<file path="config.mk">
export PLATFORM = sky130hd
export DESIGN_NAME = wordline_sweep_decoder
export DESIGN_NICKNAME = d
export VERILOG_FILES = /design/src/rtl/wordline_sweep_decoder_pkg.sv /design/src/rtl/wordline_sweep_decoder_onehot.sv /design/src/rtl/wordline_sweep_decoder.sv
export SDC_FILE = /design/constraint.sdc
export NUM_CORES = 1
export LEC_CHECK = 0
export ABC_AREA = 1
export ABC_CLOCK_PERIOD_IN_PS = 3590
export BUFFER_PORTS_ARGS = -buffer_cell sky130_fd_sc_hd__buf_2
export CAP_MARGIN = 5
export CORE_MARGIN = 2
export CORE_UTILIZATION = 59
export DETAILED_ROUTE_END_ITERATION = 12
export HOLD_SLACK_MARGIN = 0.03
export PLACE_DENSITY = 0.82
export SYNTH_ARGS = -nofsm -noshare
export SYNTH_HDL_FRONTEND = slang
export SYNTH_HIERARCHICAL = 1
export SYNTH_SLANG_ARGS = --single-unit
</file>
<file path="constraint.sdc">
create_clock -name clk -period 3.59 [get_ports clk]
set_input_delay 0 -clock clk [delete_from_list [all_inputs] [get_ports clk]]
set_output_delay 0 -clock clk [all_outputs]
set_load 0.02 [all_outputs]
</file>
<file path="src/rtl/wordline_sweep_decoder_pkg.sv">
// Shared types and constants for the wordline sweep decoder.
package wordline_sweep_decoder_pkg;

  // Width of the per-line hold counter; supports hold times up to 255 cycles.
  localparam int unsigned HOLD_W = 8;

  // FSM state encoding.
  typedef logic [1:0] state_t;

  localparam state_t ST_IDLE  = 2'd0;
  localparam state_t ST_SWEEP = 2'd1;
  localparam state_t ST_DONE  = 2'd2;

endpackage : wordline_sweep_decoder_pkg

</file>
<file path="src/rtl/wordline_sweep_decoder_onehot.sv">
// Parametrised combinational binary-to-one-hot decoder.
module onehot_decoder #(
  parameter int unsigned ADDR_W = 3
) (
  input  logic [ADDR_W-1:0]      idx,
  output logic [(2**ADDR_W)-1:0] onehot_c
);

  // Set exactly the bit selected by idx.
  always_comb begin
    onehot_c      = '0;
    onehot_c[idx] = 1'b1;
  end

endmodule : onehot_decoder

</file>
<file path="src/rtl/wordline_sweep_decoder.sv">
// Wordline decoder with a normal addressed mode and a timed sweep of all lines.
module wordline_sweep_decoder
  import wordline_sweep_decoder_pkg::*;
#(
  parameter int unsigned ADDR_W     = 3,
  parameter int unsigned SWEEP_HOLD = 1
) (
  input  logic                      clk,
  input  logic                      rst_n,
  input  logic                      en,
  input  logic [ADDR_W-1:0]         addr,
  input  logic                      sweep_start,
  output logic [(2**ADDR_W)-1:0]    wordline,
  output logic [ADDR_W-1:0]         wl_idx,
  output logic                      wl_valid,
  output logic                      sweep_busy,
  output logic                      sweep_done
);

  localparam int unsigned       LINES     = 2**ADDR_W;
  localparam logic [ADDR_W-1:0] LAST_LINE = ADDR_W'(LINES - 1);
  localparam logic [HOLD_W-1:0] LAST_HOLD = HOLD_W'(SWEEP_HOLD - 1);

  state_t              state_q;
  state_t              state_d;
  logic [ADDR_W-1:0]   line_q;
  logic [ADDR_W-1:0]   line_d;
  logic [HOLD_W-1:0]   hold_q;
  logic [HOLD_W-1:0]   hold_d;

  // Decoder feed: either addr (normal mode) or the upcoming sweep line.
  logic [ADDR_W-1:0]   sel_idx_c;
  logic                sel_en_c;
  logic                done_d;
  logic [LINES-1:0]    onehot_c;

  // Single shared decoder; its output is gated and registered below.
  onehot_decoder #(
    .ADDR_W (ADDR_W)
  ) u_onehot_decoder (
    .idx      (sel_idx_c),
    .onehot_c (onehot_c)
  );

  // Next-state, counter and decoder-select logic.
  always_comb begin
    state_d   = state_q;
    line_d    = line_q;
    hold_d    = hold_q;
    sel_idx_c = addr;
    sel_en_c  = 1'b0;
    done_d    = 1'b0;

    case (state_q)
      ST_IDLE: begin
        if (sweep_start) begin
          // Sweep takes priority over a normal decode in the same cycle.
          state_d   = ST_SWEEP;
          line_d    = '0;
          hold_d    = '0;
          sel_idx_c = '0;
          sel_en_c  = 1'b1;
        end else begin
          sel_idx_c = addr;
          sel_en_c  = en;
        end
      end

      ST_SWEEP: begin
        if (hold_q == LAST_HOLD) begin
          if (line_q == LAST_LINE) begin
            // Last line finished: one blank DONE cycle, counter stays put.
            state_d  = ST_DONE;
            hold_d   = '0;
            done_d   = 1'b1;
            sel_en_c = 1'b0;
          end else begin
            line_d    = line_q + ADDR_W'(1);
            hold_d    = '0;
            sel_idx_c = line_q + ADDR_W'(1);
            sel_en_c  = 1'b1;
          end
        end else begin
          hold_d    = hold_q + HOLD_W'(1);
          sel_idx_c = line_q;
          sel_en_c  = 1'b1;
        end
      end

      ST_DONE: begin
        // All inputs ignored here, including a fresh sweep_start.
        state_d = ST_IDLE;
        line_d  = '0;
        hold_d  = '0;
      end

      default: begin
        state_d = ST_IDLE;
        line_d  = '0;
        hold_d  = '0;
      end
    endcase
  end

  // State and counter registers.
  always_ff @(posedge clk) begin
    if (!rst_n) begin
      state_q <= ST_IDLE;
      line_q  <= '0;
      hold_q  <= '0;
    end else begin
      state_q <= state_d;
      line_q  <= line_d;
      hold_q  <= hold_d;
    end
  end

  // Registered outputs, all updated together so they stay mutually consistent.
  always_ff @(posedge clk) begin
    if (!rst_n) begin
      wordline   <= '0;
      wl_idx     <= '0;
      wl_valid   <= 1'b0;
      sweep_busy <= 1'b0;
      sweep_done <= 1'b0;
    end else begin
      wordline   <= sel_en_c ? onehot_c : '0;
      wl_idx     <= sel_en_c ? sel_idx_c : '0;
      wl_valid   <= sel_en_c;
      sweep_busy <= (state_d == ST_SWEEP) || (state_d == ST_DONE);
      sweep_done <= done_d;
    end
  end

endmodule : wordline_sweep_decoder

</file>
### Yosys cells after proc, flatten, opt, wreduce, memory -nomap -nowiden

Index checks and enable logic that the tools add are counted.

| cells by class | value |
|---|---|
| add/subtract/negate cells | 2 |
| order comparisons | 2 |
| eq/ne operators | 7 |
| multiplexer cells | 22 |
| reduce and logical (&&, ||, !) cells | 7 |

Operator list:

| kind | count |
|---|---|
| 3-bit two-way mux | 6 |
| 8-bit two-way mux | 2 |
| 8-bit one-hot mux with 2 select lines | 1 |
| 3-bit one-hot mux with 2 select lines | 2 |
| 8-bit by 1-bit adder with 8-bit output (second input constant) | 1 |
| 8-bit logical NOT | 1 |
| 2-bit two-way mux | 3 |
| 2-bit != test (second input constant) | 3 |
| 3-bit AND reduction | 2 |
| 1-bit two-way mux | 5 |
| 2-bit by 1-bit equality test with 1-bit output (second input constant) | 2 |
| 3-bit by 4-bit less-than comparator with 1-bit output (second input constant) | 1 |
| 2-bit one-hot mux with 2 select lines | 1 |
| 3-bit by 1-bit adder with 3-bit output (second input constant) | 1 |
| 1-bit demux with 3-bit select | 1 |
| 3-bit equality test (second input constant) | 1 |
| 3-bit by 1-bit greater-or-equal comparator with 1-bit output (second input constant) | 1 |
| 2-bit equality test (second input constant) | 1 |
| 2-bit logical NOT | 1 |
| 1-bit one-hot mux with 2 select lines | 1 |
| 2-bit AND reduction | 1 |
| 1-bit logical AND | 1 |
| 1-bit logical OR | 1 |

| storage, ports and cells | value |
|---|---|
| register bits | 27 |
| output and inout port bits | 14 |
| logic and storage cells | 48 |

### Logic depth before layout (Yosys ltp)

Gate-level depths: netlist (run 1).

| logic depth | value |
|---|---|
| word-level depth | 8 |
| gate-level depth with buffers | 13 |

### Modules after synthesis

Netlist (run 1), hierarchy kept.

By module, submodules not included:

| module | instances | cells each | area each (um^2) |
|---|---|---|---|
| wordline_sweep_decoder | 1 | 189 | 1343.8 |
| onehot_decoder | 1 | 15 | 56.3 |

### Worst setup path before layout (run 1)

No wires, ideal clock.

| path | value |
|---|---|
| path kind | register to register |
| start point | register line_q[0] |
| end point | register wordline[4] |
| arrival time | 1.530 ns |
| setup slack | 1.998 ns |
| stages on the path, launching flop included | 14 |
| path buffers | 0 |
| cell sequence | dfxtp_1 > ha_1 > ha_1 > inv_1 > nand2_1 > nand2_1 > nand3_1 > nand3_1 > nand2_1 > inv_1 > nand2_1 > nor2_1 > inv_1 > nor2_2 |

| on the way | value |
|---|---|
| word-level cells in the longest chain between the ends | 8 |

RTL lines:

| what | RTL line | RTL |
|---|---|---|
| from (decl) | wordline_sweep_decoder.sv:26 | `logic [ADDR_W-1:0] line_q;` |
| from (signal assigned) | wordline_sweep_decoder.sv:113 | `line_q <= line_d;` |
| 3-bit by 1-bit adder with 3-bit output / 3-bit equality test (equally long branches) | wordline_sweep_decoder.sv:80, wordline_sweep_decoder.sv:71 |  |
| 3-bit two-way mux * | wordline_sweep_decoder.sv:71 | `if (line_q == LAST_LINE) begin` |
| 3-bit two-way mux * | wordline_sweep_decoder.sv:70 | `if (hold_q == LAST_HOLD) begin` |
| 3-bit one-hot mux with 2 select lines * | wordline_sweep_decoder.sv:54 | `case (state_q)` |
| via sel_idx_c[1] | wordline_sweep_decoder.sv:32 | `logic [ADDR_W-1:0] sel_idx_c;` |
| 3-bit by 4-bit less-than comparator with 1-bit output (implied by the code) / 3-bit by 1-bit greater-or-equal comparator with 1-bit output (equally long branches) | wordline_sweep_decoder_onehot.sv:12 | `onehot_c[idx] = 1'b1;` |
| 1-bit logical AND (implied by the code) | wordline_sweep_decoder_onehot.sv:12 |  |
| 1-bit two-way mux (implied by the code) | wordline_sweep_decoder_onehot.sv:12 |  |
| 1-bit demux with 3-bit select * | - |  |
| via onehot_c[4] | wordline_sweep_decoder.sv:35 | `logic [LINES-1:0] onehot_c;` |
| to (signal assigned) | wordline_sweep_decoder.sv:127 | `wordline <= sel_en_c ? onehot_c : '0;` |
| to (decl) | wordline_sweep_decoder.sv:13 | `output logic [(2**ADDR_W)-1:0] wordline,` |

Mark *: on every way through the listed nets, which the timed path passes. The rest lies on a longest branch.
A chain may end at the register's enable or synchronous reset.

### Worst setup path in the final report (run 1)

| path | value |
|---|---|
| start point | register line_q[0] |
| end point | register wordline[0] |

The elaborated chain is that of the path after synthesis.

==> results of run 1 <==
==> report_power, final <==
part	leakage (µW)	switching, µW	internal, µW
Sequential	0.000220	4.76	311
Combinational	0.000564	70.8	34.0
Clock	0.0000139	100	42.7
Total	0.000797	176	388
==> critical path: stages (launching register included) <==
cell     delay, ns
dfxtp_1       0.37
ha_1          0.23
ha_1          0.24
inv_1         0.12
nand2_1       0.06
nand2_1       0.06
nand3_1       0.08
nand3_1       0.16
nand2_1       0.10
inv_1         0.08
nand2_1       0.07
nor2_1        0.10
inv_1         0.06
nor2_2        0.09
==> sequential cells by signal (all words and copies together) (netlist names) <==
name        flops
sweep_done      1
line_q          3
wl_idx          3
hold_q          8
sweep_busy      1
wl_valid        1
state_q         2
wordline        8
==> cells in the final DEF (no fill, tap or decap) <==
| cell | Yosys | final |
|---|---|---|
| nand2_1 | 56 | 56 |
| inv_1 | 30 | 30 |
| dfxtp_1 | 27 | 27 |
| nor2_1 | 20 | 20 |
| buf_2 | 1 | 20 |
| nand3_1 | 17 | 17 |
| a21oi_1 | 12 | 12 |
| nor2_2 | 8 | 8 |
| inv_2 | 7 | 7 |
| ha_1 | 5 | 5 |
| dlygate4sd3_1 | 0 | 5 |
| nand2_4 | 4 | 4 |
| o21ai_0 | 4 | 4 |
| nand2_2 | 3 | 3 |
| clkbuf_4 | 0 | 3 |
| nor2_4 | 2 | 2 |
| nor4_1 | 2 | 2 |
| a21oi_4 | 1 | 1 |
| clkinv_1 | 1 | 1 |
| xor2_1 | 1 | 1 |
| nand3b_1 | 1 | 1 |
| nand4_1 | 1 | 1 |
| clkinvlp_4 | 0 | 1 |
==> through the flow <==
stage / area [µm²] / cells
3_5_place_dp: 1519 / 250
5_1_grt: 1599 / 259
4_1_cts: 1599 / 259
2_1_floorplan: 1400 / 204
6_report: 1599 / 259
3_3_place_gp: 1519 / 250
==> routing by layer <==
metal,global-route usage [%],routed length (µm),share of wire (%)
met1,30.60,1429,46
met2,45.42,1554,50
met3,4.286,85,2.7
met4,11.97,68,2.2
met5,0,0,0
==> repair_timing <==
item                                   4_1_cts  5_1_grt
gates resized for setup                      0        0
buffers inserted                             0        0
endpoints found under the hold margin        9        0
hold buffers                                 5        0
==> logic make-up (layout without fill, tap and decap cells) <==
group	after synthesis	after routing	synth area share [%]
xor+xnor	1	1	0.6257
flops	27	27	38.61
compound gates	17	17	6.882
buf+inv	40	67	11.35
simple gates	114	114	38.07
fa+ha+maj	5	5	4.468
==> layout make-up <==
type	count	area, µm²
Sequential cell	27	540.5
Clock inverter	1	7.507
Clock buffer	3	22.52
Tap cell	28	35.03
Multi-Input combinational cell	137	700.7
Timing Repair Buffer	25	150.1
Fill cell	192	634.4
Inverter	38	142.6
==> how the worst max path moves through the flow <==
stage | slack [ns] | endpoint
floorplan | 2.00 | wordline[4]$_SDFF_PN0_
global placement | 1.84 | wordline[0]$_SDFF_PN0_
detailed placement | 1.76 | wordline[1]$_SDFF_PN0_
CTS | 1.74 | wordline[1]$_SDFF_PN0_
global route | 1.55 | wordline[1]$_SDFF_PN0_
finish | 1.73 | wordline[0]$_SDFF_PN0_
==> impl_metrics.csv, run 1 <==
group,metric,value,unit
outcome,status,"finished clean",
synthesis,ys_seq_area_share,38.61,%
floorplanning,ios,21,
detailed_routing,vias_per_cell,5.042,
worst_hold_path,min_from,"en",
detailed_routing,wl_per_cell,12.11,µm
synthesis,avgSynthCellArea,6.863,µm²
critical_path,worstSetupEndpointType,"register",
sta,hold_viol_final,0,
clocking,clockBufferDepth,2,
synthesis,yosysWarnings,6,
placed_design,preCtsSetupSlack,1.756,ns
global_routing,antenna_found_initial,0,
worst_hold_path,holdPathEnd,"wl_valid$_SDFF_PN0_",
cells_and_area,final_util,71.60,%
sta,hold_ws,0.1936,ns
sta,maxSlewHeadroom,78.63,%
worst_hold_path,min_path_cells,7,
global_routing,grt_start_max_net_pins,17,
floorplanning,die_w,52.72,µm
sta,fmax,538.2,MHz
critical_path,path_max_fanout,4,
cells_and_area,drive_gt1_share,21.21,%
sta,fin_crit_sh,51.76,%
global_routing,grt_usage,25.96,%
critical_path,reg2reg_from,"line_q[0]$_SDFFE_PN0P_",
power_and_ir_drop,ir_drop,336.6,µV
detailed_routing,routed-via-count,1306,
worst_hold_path,hp-class,"input pin to register",
critical_path,worstPathArrival,2.16,ns
critical_path,reg2reg_setup_slack,1.73,ns
synthesis,synthTopCellsByArea,"dfxtp_1 39%, nand2_1 15%, inv_1 8.0%, nand3_1 6.1%, nor2_1 5.4%",
synthesis,ys_ff_latch,27,
global_routing,grt_pass1_vias,1269,
power_and_ir_drop,finalPower,563.8,µW
synthesis,synth_top_area_share,38.61,%
clocking,cts_made_buffers,3,
critical_path,cp-start-kind,"register",
cells_and_area,area_delta_synth_final,14.21,%
synthesis,ys_types,21,
detailed_routing,drc,0,
synthesis,synth_nets,216,
run,maxCapViolCount,0,
sta,setup_tns,0,ns
clocking,cts.sinks,27,
detailed_routing,drt_pass1_iterations,4,
placed_design,io_buffers,20,
floorplanning,initial_core_util,62.69,%
floorplanning,core_area,2233,µm²
synthesis,synth-main-ff-cell,"dfxtp_1",
synthesis,syn-cell-area,1400,µm²
critical_path,reg2regPathDepth,13,
cells_and_area,insertedDiodeCount,0,
sta,finalMaxSlewViolations,0,
placed_design,dpl.hpwl,2.248,mm
clocking,htree_levels,1,
placed_design,place.gp.congestion,0.8177,
detailed_routing,drtAntennaViolNets,0,
critical_path,cp-startpoint,"line_q[0]$_SDFFE_PN0P_",
floorplanning,dieArea,2779,µm²
sta,max_slew.worst_pin.slew,0.3186,ns
power_and_ir_drop,leakage,0.0007973,µW
clocking,path_clk_slew,0.17,ns
synthesis,synth.cells.most_frequent,"56 x nand2_1, 30 x inv_1, 27 x dfxtp_1, 20 x nor2_1, 17 x nand3_1",
sta,final_period_minus_worst_setup_slack,1.858,ns
synthesis,synth_edf_count,0,
critical_path,crit_type,"register to register",
detailed_routing,totalWireLength,3.137,mm
cells_and_area,fin_nets,244,
clocking,clk_latency,0.34,ns
detailed_routing,first_iter_violations,47,
sta,rsz0062_at_grt,"false",
clocking,clockRootBuffer,"clkbuf_4",
sta,finalSetupViolCount,0,
critical_path,worstPathRequired,3.89,ns
sta,fin_worst_skew,0.01472,ns
synthesis,synthArstFlopShare,0,%
clocking,cts_tree,"yes",
synthesis,yosysMostFrequentCell,"nand2_1",
sta,layout_setup_ws,1.732,ns
synthesis,netlist_instances,204,
floorplanning,die_h,52.72,µm
synthesis,yosys.area.top_type,"dfxtp_1",
floorplanning,row_count,17,
power_and_ir_drop,p_per_area,352.6,nW/µm²
global_routing,grt_remaining_overflow,0,
global_routing,grt_pass1_wl,5.292,mm
critical_path,r2r_end,"wordline[0]$_SDFF_PN0_",
Note: power is estimated with default switching activity, not from simulation.
==> run 2, diff against run 1 <==
--- a/config.mk
+++ b/config.mk
@@ -6,14 +6,14 @@
 export NUM_CORES = 1
 export LEC_CHECK = 0
 export ABC_AREA = 1
-export ABC_CLOCK_PERIOD_IN_PS = 3590
+export ABC_CLOCK_PERIOD_IN_PS = 1700
 export BUFFER_PORTS_ARGS = -buffer_cell sky130_fd_sc_hd__buf_2
 export CAP_MARGIN = 5
 export CORE_MARGIN = 2
-export CORE_UTILIZATION = 59
+export CORE_UTILIZATION = 50
 export DETAILED_ROUTE_END_ITERATION = 12
 export HOLD_SLACK_MARGIN = 0.03
-export PLACE_DENSITY = 0.82
+export PLACE_DENSITY = 0.74
 export SYNTH_ARGS = -nofsm -noshare
 export SYNTH_HDL_FRONTEND = slang
 export SYNTH_HIERARCHICAL = 1
==> constraint.sdc (replaced) <==
create_clock -name clk -period 1.7 [get_ports clk]
set_input_delay 0 -clock clk [delete_from_list [all_inputs] [get_ports clk]]
set_output_delay 0 -clock clk [all_outputs]
set_load 0.02 [all_outputs]
==> impl_metrics.csv, run 2 (same netlist as run 1, synthesis figures left out) <==
group,metric,value,unit
power_and_ir_drop,leakage,0.0008486,µW
floorplanning,die_w,56.92,µm
global_routing,grt_pass1_vias,1095,
clocking,cts_tree,"yes",
floorplanning,die_h,56.92,µm
power_and_ir_drop,p_comb_share,20.8,%
sta,fin_worst_skew,0.009209,ns
detailed_routing,vias_per_cell,4.851,
floorplanning,core_area,2710,µm²
global_routing,grt_start_max_net_pins,16,
floorplanning,initial_core_util,51.66,%
floorplanning,dieArea,3239,µm²
critical_path,max_stage_delay,0.36,ns
critical_path,worstPathArrival,1.94,ns
critical_path,cp-start-kind,"register",
outcome,status,"finished clean",
detailed_routing,drt_pass1_iterations,4,
clocking,clockBufferDepth,2,
sta,maxSlewHeadroom,78.88,%
sta,final_period_minus_worst_setup_slack,1.645,ns
detailed_routing,routed-via-count,1305,
clocking,clockRootBuffer,"clkbuf_4",
worst_hold_path,hp-class,"input pin to register",
placed_design,place.gp.congestion,0.8085,
clocking,cts.sinks,27,
sta,finalMaxSlewViolations,0,
detailed_routing,drc,0,
clocking,cts_made_buffers,3,
power_and_ir_drop,power_frac_seq,55.1,%
cells_and_area,fin_nets,251,
sta,fmax,608.0,MHz
power_and_ir_drop,ir_drop,587.2,µV
floorplanning,ios,21,
cells_and_area,layout_commonest_cell,"nand2_1",
sta,finalSetupViolCount,0,
power_and_ir_drop,p_per_area,688.9,nW/µm²
critical_path,worstSetupEndpointType,"register",
detailed_routing,wl_per_cell,10.98,µm
detailed_routing,first_iter_violations,29,
power_and_ir_drop,switchingPower,376.6,µW
cells_and_area,postLayoutCellArea,1764,µm²
sta,fin_crit_sh,96.75,%
floorplanning,row_count,19,
global_routing,grt_usage,17.86,%
cells_and_area,largestRegisters,"hold_q: 8 flops, wordline: 8 flops",
placed_design,io_buffers,20,
cells_and_area,area_delta_synth_final,26.01,%
power_and_ir_drop,internal-power,838.8,µW
critical_path,crit_type,"register to register",
sta,setup_tns,0,ns
cells_and_area,insertedDiodeCount,0,
sta,hold_viol_final,0,
critical_path,worst_path_max_delay_cell,"dfxtp_2",
critical_path,cp_cell_sequence,"inv_1 > ha_4 > nand2_2 > nor2_4 > nand2_4 > nand2_1 > nand3_2 > nand2_2 > nand2_2 > nor2_1 > inv_1 > nor2_2",
power_and_ir_drop,swShare,30.99,%
clocking,clk_latency,0.34,ns
cells_and_area,fillers,257,
placed_design,dpl.hpwl,1.944,mm
critical_path,crit_buf_inv,2,
critical_path,cp_common_cell,"nand2_2",
clocking,path_clk_slew,0.15,ns
run,maxCapViolCount,0,
power_and_ir_drop,clkPwrFrac,24.1,%
detailed_routing,totalWireLength,2.953,mm
sta,max_slew.worst_pin.slew,0.3163,ns
global_routing,grt_pass1_wl,4.554,mm
critical_path,cp_top_family,"simple AND/OR/NAND/NOR gates",
global_routing,grt_remaining_overflow,0,
global_routing,antenna_found_initial,0,
critical_path,worstPathRequired,2.00,ns
placed_design,post_dp_cell_area,1530,µm²
critical_path,path_max_fanout,5,
cells_and_area,drive_gt1_share,35.29,%
cells_and_area,layout_common_cells,"49 x nand2_1, 24 x inv_1, 23 x dfxtp_1",
detailed_routing,drtAntennaViolNets,0,
clocking,htree_levels,1,
-- run 2: cell types whose count changed in the layout (fill, tap and decap cells not counted), sizes merged --
cell      previous run  this run
clkinv               1         2
clkinvlp             1         0
buf                 20        27
-- run 2: worst register-to-register path: cells and delay by family, from the launching register on --
kind | cells | cell delay, ns
flops | 1 | 0.36
fa+ha+maj | 1 | 0.15
simple gates | 9 | 0.95
buf+inv | 2 | 0.16
-- run 2: worst paths after layout --
path / endpoint / start / slack [ns] / depth (start not counted)
worst max-delay path: wordline[4]$_SDFF_PN0_ / hold_q[1]$_SDFFE_PN0P_ / 0.06 / 12
worst min-delay path: wl_valid$_SDFF_PN0_ / en / 0.22 / 7
worst max register to register: wordline[4]$_SDFF_PN0_ / hold_q[1]$_SDFFE_PN0P_ / 0.06 / 12
worst min register to register: hold_q[1]$_SDFFE_PN0P_ / hold_q[1]$_SDFFE_PN0P_ / 0.50 / 2
-- run 2: power by group through the flow --
stage,clock [µW],combinational [µW],sequential (µW)
2_1_floorplan,0,138,702
3_3_place_gp,0,207,680
3_5_place_dp,0,208,680
4_1_cts,296,222,665
5_1_grt,323,283,672
6_report,293,253,670
-- run 2: per-stage QoR --
step | setup slack, ns | total power, µW | hold WS, ns | instances | utilization (%)
floorplan | 0.1079 | 840.0 | 0.1204 | 204 | -
global placement | 0.04727 | 886.3 | 0.2726 | 254 | 56.46
detailed placement | 0.01774 | 887.9 | 0.2882 | 254 | 56.46
CTS | 0.01392 | 1183 | 0.2177 | 264 | 59.65
global route | -0.08728 | 1278 | 0.2349 | 269 | 65.10
finish | 0.05526 | 1215 | 0.2171 | 269 | 65.10
-- run 2: cell type report --
type | instances | area, µm² | share of cell area [%]
multi-input cells | 137 | 803.3 | 45.53
flip-flops and latches | 27 | 545.5 | 30.92
repair buffers | 32 | 206.4 | 11.70
inverters | 38 | 142.6 | 8.085
well taps | 31 | 38.79 | 2.199
clock buffers | 3 | 22.52 | 1.277
clock inverters | 1 | 5.005 | 0.2837
-- run 2: what timing repair did --
item | in CTS | in global routing
hold buffers | 5 | 0
pin swaps | 0 | 9
gates cloned | 0 | 0
endpoints found under the hold margin | 9 | 0
gates resized for setup | 1 | 32
setup buffers | 1 | 5
endpoints found under the setup margin | 3 | 8
-- run 2: routing by layer --
layer | global-route usage (%) | share of wire, % | vias to the layer above
met5 | 0 | 0 | -
met3 | 3.226 | 3.8 | 5
met2 | 27.75 | 50 | 31
met1 | 24.21 | 44 | 580
li1 | - | - | 689
met4 | 7.973 | 1.7 | 0
==> run 3, diff against run 2 <==
--- a/config.mk
+++ b/config.mk
@@ -10,10 +10,11 @@
 export BUFFER_PORTS_ARGS = -buffer_cell sky130_fd_sc_hd__buf_2
 export CAP_MARGIN = 5
 export CORE_MARGIN = 2
-export CORE_UTILIZATION = 50
+export CORE_UTILIZATION = 52
+export CTS_BUF_LIST = sky130_fd_sc_hd__clkbuf_8
 export DETAILED_ROUTE_END_ITERATION = 12
 export HOLD_SLACK_MARGIN = 0.03
-export PLACE_DENSITY = 0.74
+export PLACE_DENSITY = 0.77
 export SYNTH_ARGS = -nofsm -noshare
 export SYNTH_HDL_FRONTEND = slang
 export SYNTH_HIERARCHICAL = 1
==> impl_metrics.csv, run 3 (same netlist as run 1, synthesis figures left out) <==
group,metric,value,unit
global_routing,antenna_found_initial,0,
outcome,status,"finished clean",
critical_path,worst_path_max_delay_cell,"dfxtp_2",
power_and_ir_drop,p_per_area,749.4,nW/µm²
clocking,cts_made_buffers,3,
global_routing,grt_pass1_wl,4.719,mm
global_routing,grt_start_max_net_pins,17,
clocking,clk_latency,0.28,ns
sta,fin_worst_skew,0.01442,ns
critical_path,path_max_fanout,3,
critical_path,worstSetupEndpointType,"register",
clocking,htree_levels,1,
critical_path,cp_top_family,"simple AND/OR/NAND/NOR gates",
sta,final_period_minus_worst_setup_slack,1.632,ns
floorplanning,die_w,55.89,µm
cells_and_area,fillers,216,
clocking,clockRootBuffer,"clkbuf_8",
detailed_routing,totalWireLength,3.102,mm
placed_design,place.gp.congestion,0.8126,
cells_and_area,area_delta_synth_final,24.58,%
critical_path,worstPathRequired,1.91,ns
power_and_ir_drop,ir_drop,679.4,µV
floorplanning,dieArea,3124,µm²
sta,fmax,612.7,MHz
detailed_routing,wl_per_cell,11.66,µm
sta,setup_tns,0,ns
placed_design,io_buffers,20,
sta,fin_crit_sh,96.01,%
floorplanning,core_area,2522,µm²
cells_and_area,drive_gt1_share,31.78,%
sta,maxSlewHeadroom,78.84,%
cells_and_area,insertedDiodeCount,0,
clocking,path_clk_slew,0.10,ns
cells_and_area,layout_commonest_cell,"nand2_1",
detailed_routing,drt_pass1_iterations,4,
cells_and_area,final_util,69.15,%
detailed_routing,vias_per_cell,5.030,
placed_design,dpl.hpwl,1.947,mm
global_routing,grt_remaining_overflow,0,
floorplanning,ios,21,
clocking,cts.sinks,27,
critical_path,cp-start-kind,"register",
critical_path,cp_cell_sequence,"ha_4 > ha_4 > inv_1 > nand2_1 > nand2_1 > nand3_1 > nand3_1 > nand2_2 > buf_4 > nor2_1 > inv_1 > nor2_2",
critical_path,crit_buf_inv,3,
floorplanning,initial_core_util,55.51,%
power_and_ir_drop,leakage,0.0008362,µW
sta,finalMaxSlewViolations,0,
floorplanning,row_count,18,
detailed_routing,drtAntennaViolNets,0,
global_routing,grt_usage,18.76,%
clocking,clockBufferDepth,2,
cells_and_area,fin_nets,249,
detailed_routing,drc,0,
global_routing,grt_pass1_vias,1121,
floorplanning,die_h,55.89,µm
cells_and_area,largestRegisters,"hold_q: 8 flops, wordline: 8 flops",
sta,max_slew.worst_pin.slew,0.3170,ns
worst_hold_path,hp-class,"input pin to register",
run,maxCapViolCount,0,
sta,hold_ws,0.07590,ns
clocking,cts_tree,"yes",
cells_and_area,layout_common_cells,"51 x nand2_1, 27 x inv_1, 24 x dfxtp_1",
critical_path,crit_type,"register to register",
sta,hold_viol_final,0,
detailed_routing,routed-via-count,1338,
critical_path,max_stage_delay,0.35,ns
detailed_routing,first_iter_violations,30,
critical_path,worstPathArrival,1.84,ns
sta,finalSetupViolCount,0,
-- run 3: cell types whose count changed in the layout (fill, tap and decap cells not counted), sizes merged --
cell,delta
clkinvlp,+1
dlygate4sd3,-1
buf,-1
clkinv,-1
-- run 3: final cells by class --
class / instances / area (µm²) / area share [%]
well taps: 30 / 37.54 / 2.152
clock buffers: 3 / 41.29 / 2.367
inverters: 38 / 142.6 / 8.178
multi-input cells: 137 / 785.8 / 45.05
repair buffers: 30 / 185.2 / 10.62
flip-flops and latches: 27 / 544.3 / 31.21
clock inverters: 1 / 7.507 / 0.4304
-- run 3: worst register-to-register path, cell delays in order, from the launching register on --
cell	delay [ns]
dfxtp_2	0.35
ha_4	0.18
ha_4	0.15
inv_1	0.07
nand2_1	0.06
nand2_1	0.06
nand3_1	0.08
nand3_1	0.13
nand2_2	0.09
buf_4	0.14
nor2_1	0.10
inv_1	0.05
nor2_2	0.10
-- run 3: final timing paths --
| check | startpoint | to | slack, ns | cells after the start |
|---|---|---|---|---|
| max reg2reg | line_q[1]$_SDFFE_PN0P_ | wordline[6]$_SDFF_PN0_ | 0.07 | 12 |
| min reg2reg | hold_q[7]$_SDFFE_PN0P_ | hold_q[7]$_SDFFE_PN0P_ | 0.49 | 2 |
| min | addr[1] | wl_idx[1]$_SDFF_PN0_ | 0.08 | 3 |
| max | line_q[1]$_SDFFE_PN0P_ | wordline[6]$_SDFF_PN0_ | 0.07 | 12 |
-- run 3: layer usage --
layer	GRT usage, %	up-vias	routed length, µm
li1	-	690	-
met1	24.56	593	1366
met2	31.46	51	1514
met3	3.488	4	190
met4	5.782	0	31
met5	0	-	0
-- run 3: stage by stage --
stage	setup slack (ns)	total power (µW)	area, µm²	std cells
finish	0.06782	1307	1744	266
global route	-0.05271	1363	1744	266
detailed placement	-0.005551	889.5	1529	253
global placement	0.03405	886.4	1529	253
CTS	0.006983	1272	1627	262
floorplan	0.1079	840.0	1400	204
-- run 3: power breakdown --
| part | internal [µW] | switching (µW) | total [µW] |
|---|---|---|---|
| sequential | 658 | 12.8 | 670 |
| clock | 167 | 214 | 380 |
| combinational | 92.5 | 164 | 256 |
-- run 3: repair_timing --
action,in CTS,in global routing
hold endpoints to repair,6,0
pin swaps,2,8
resized for setup,1,22
setup buffers,1,4
hold buffers,4,0
setup endpoints to repair,6,8
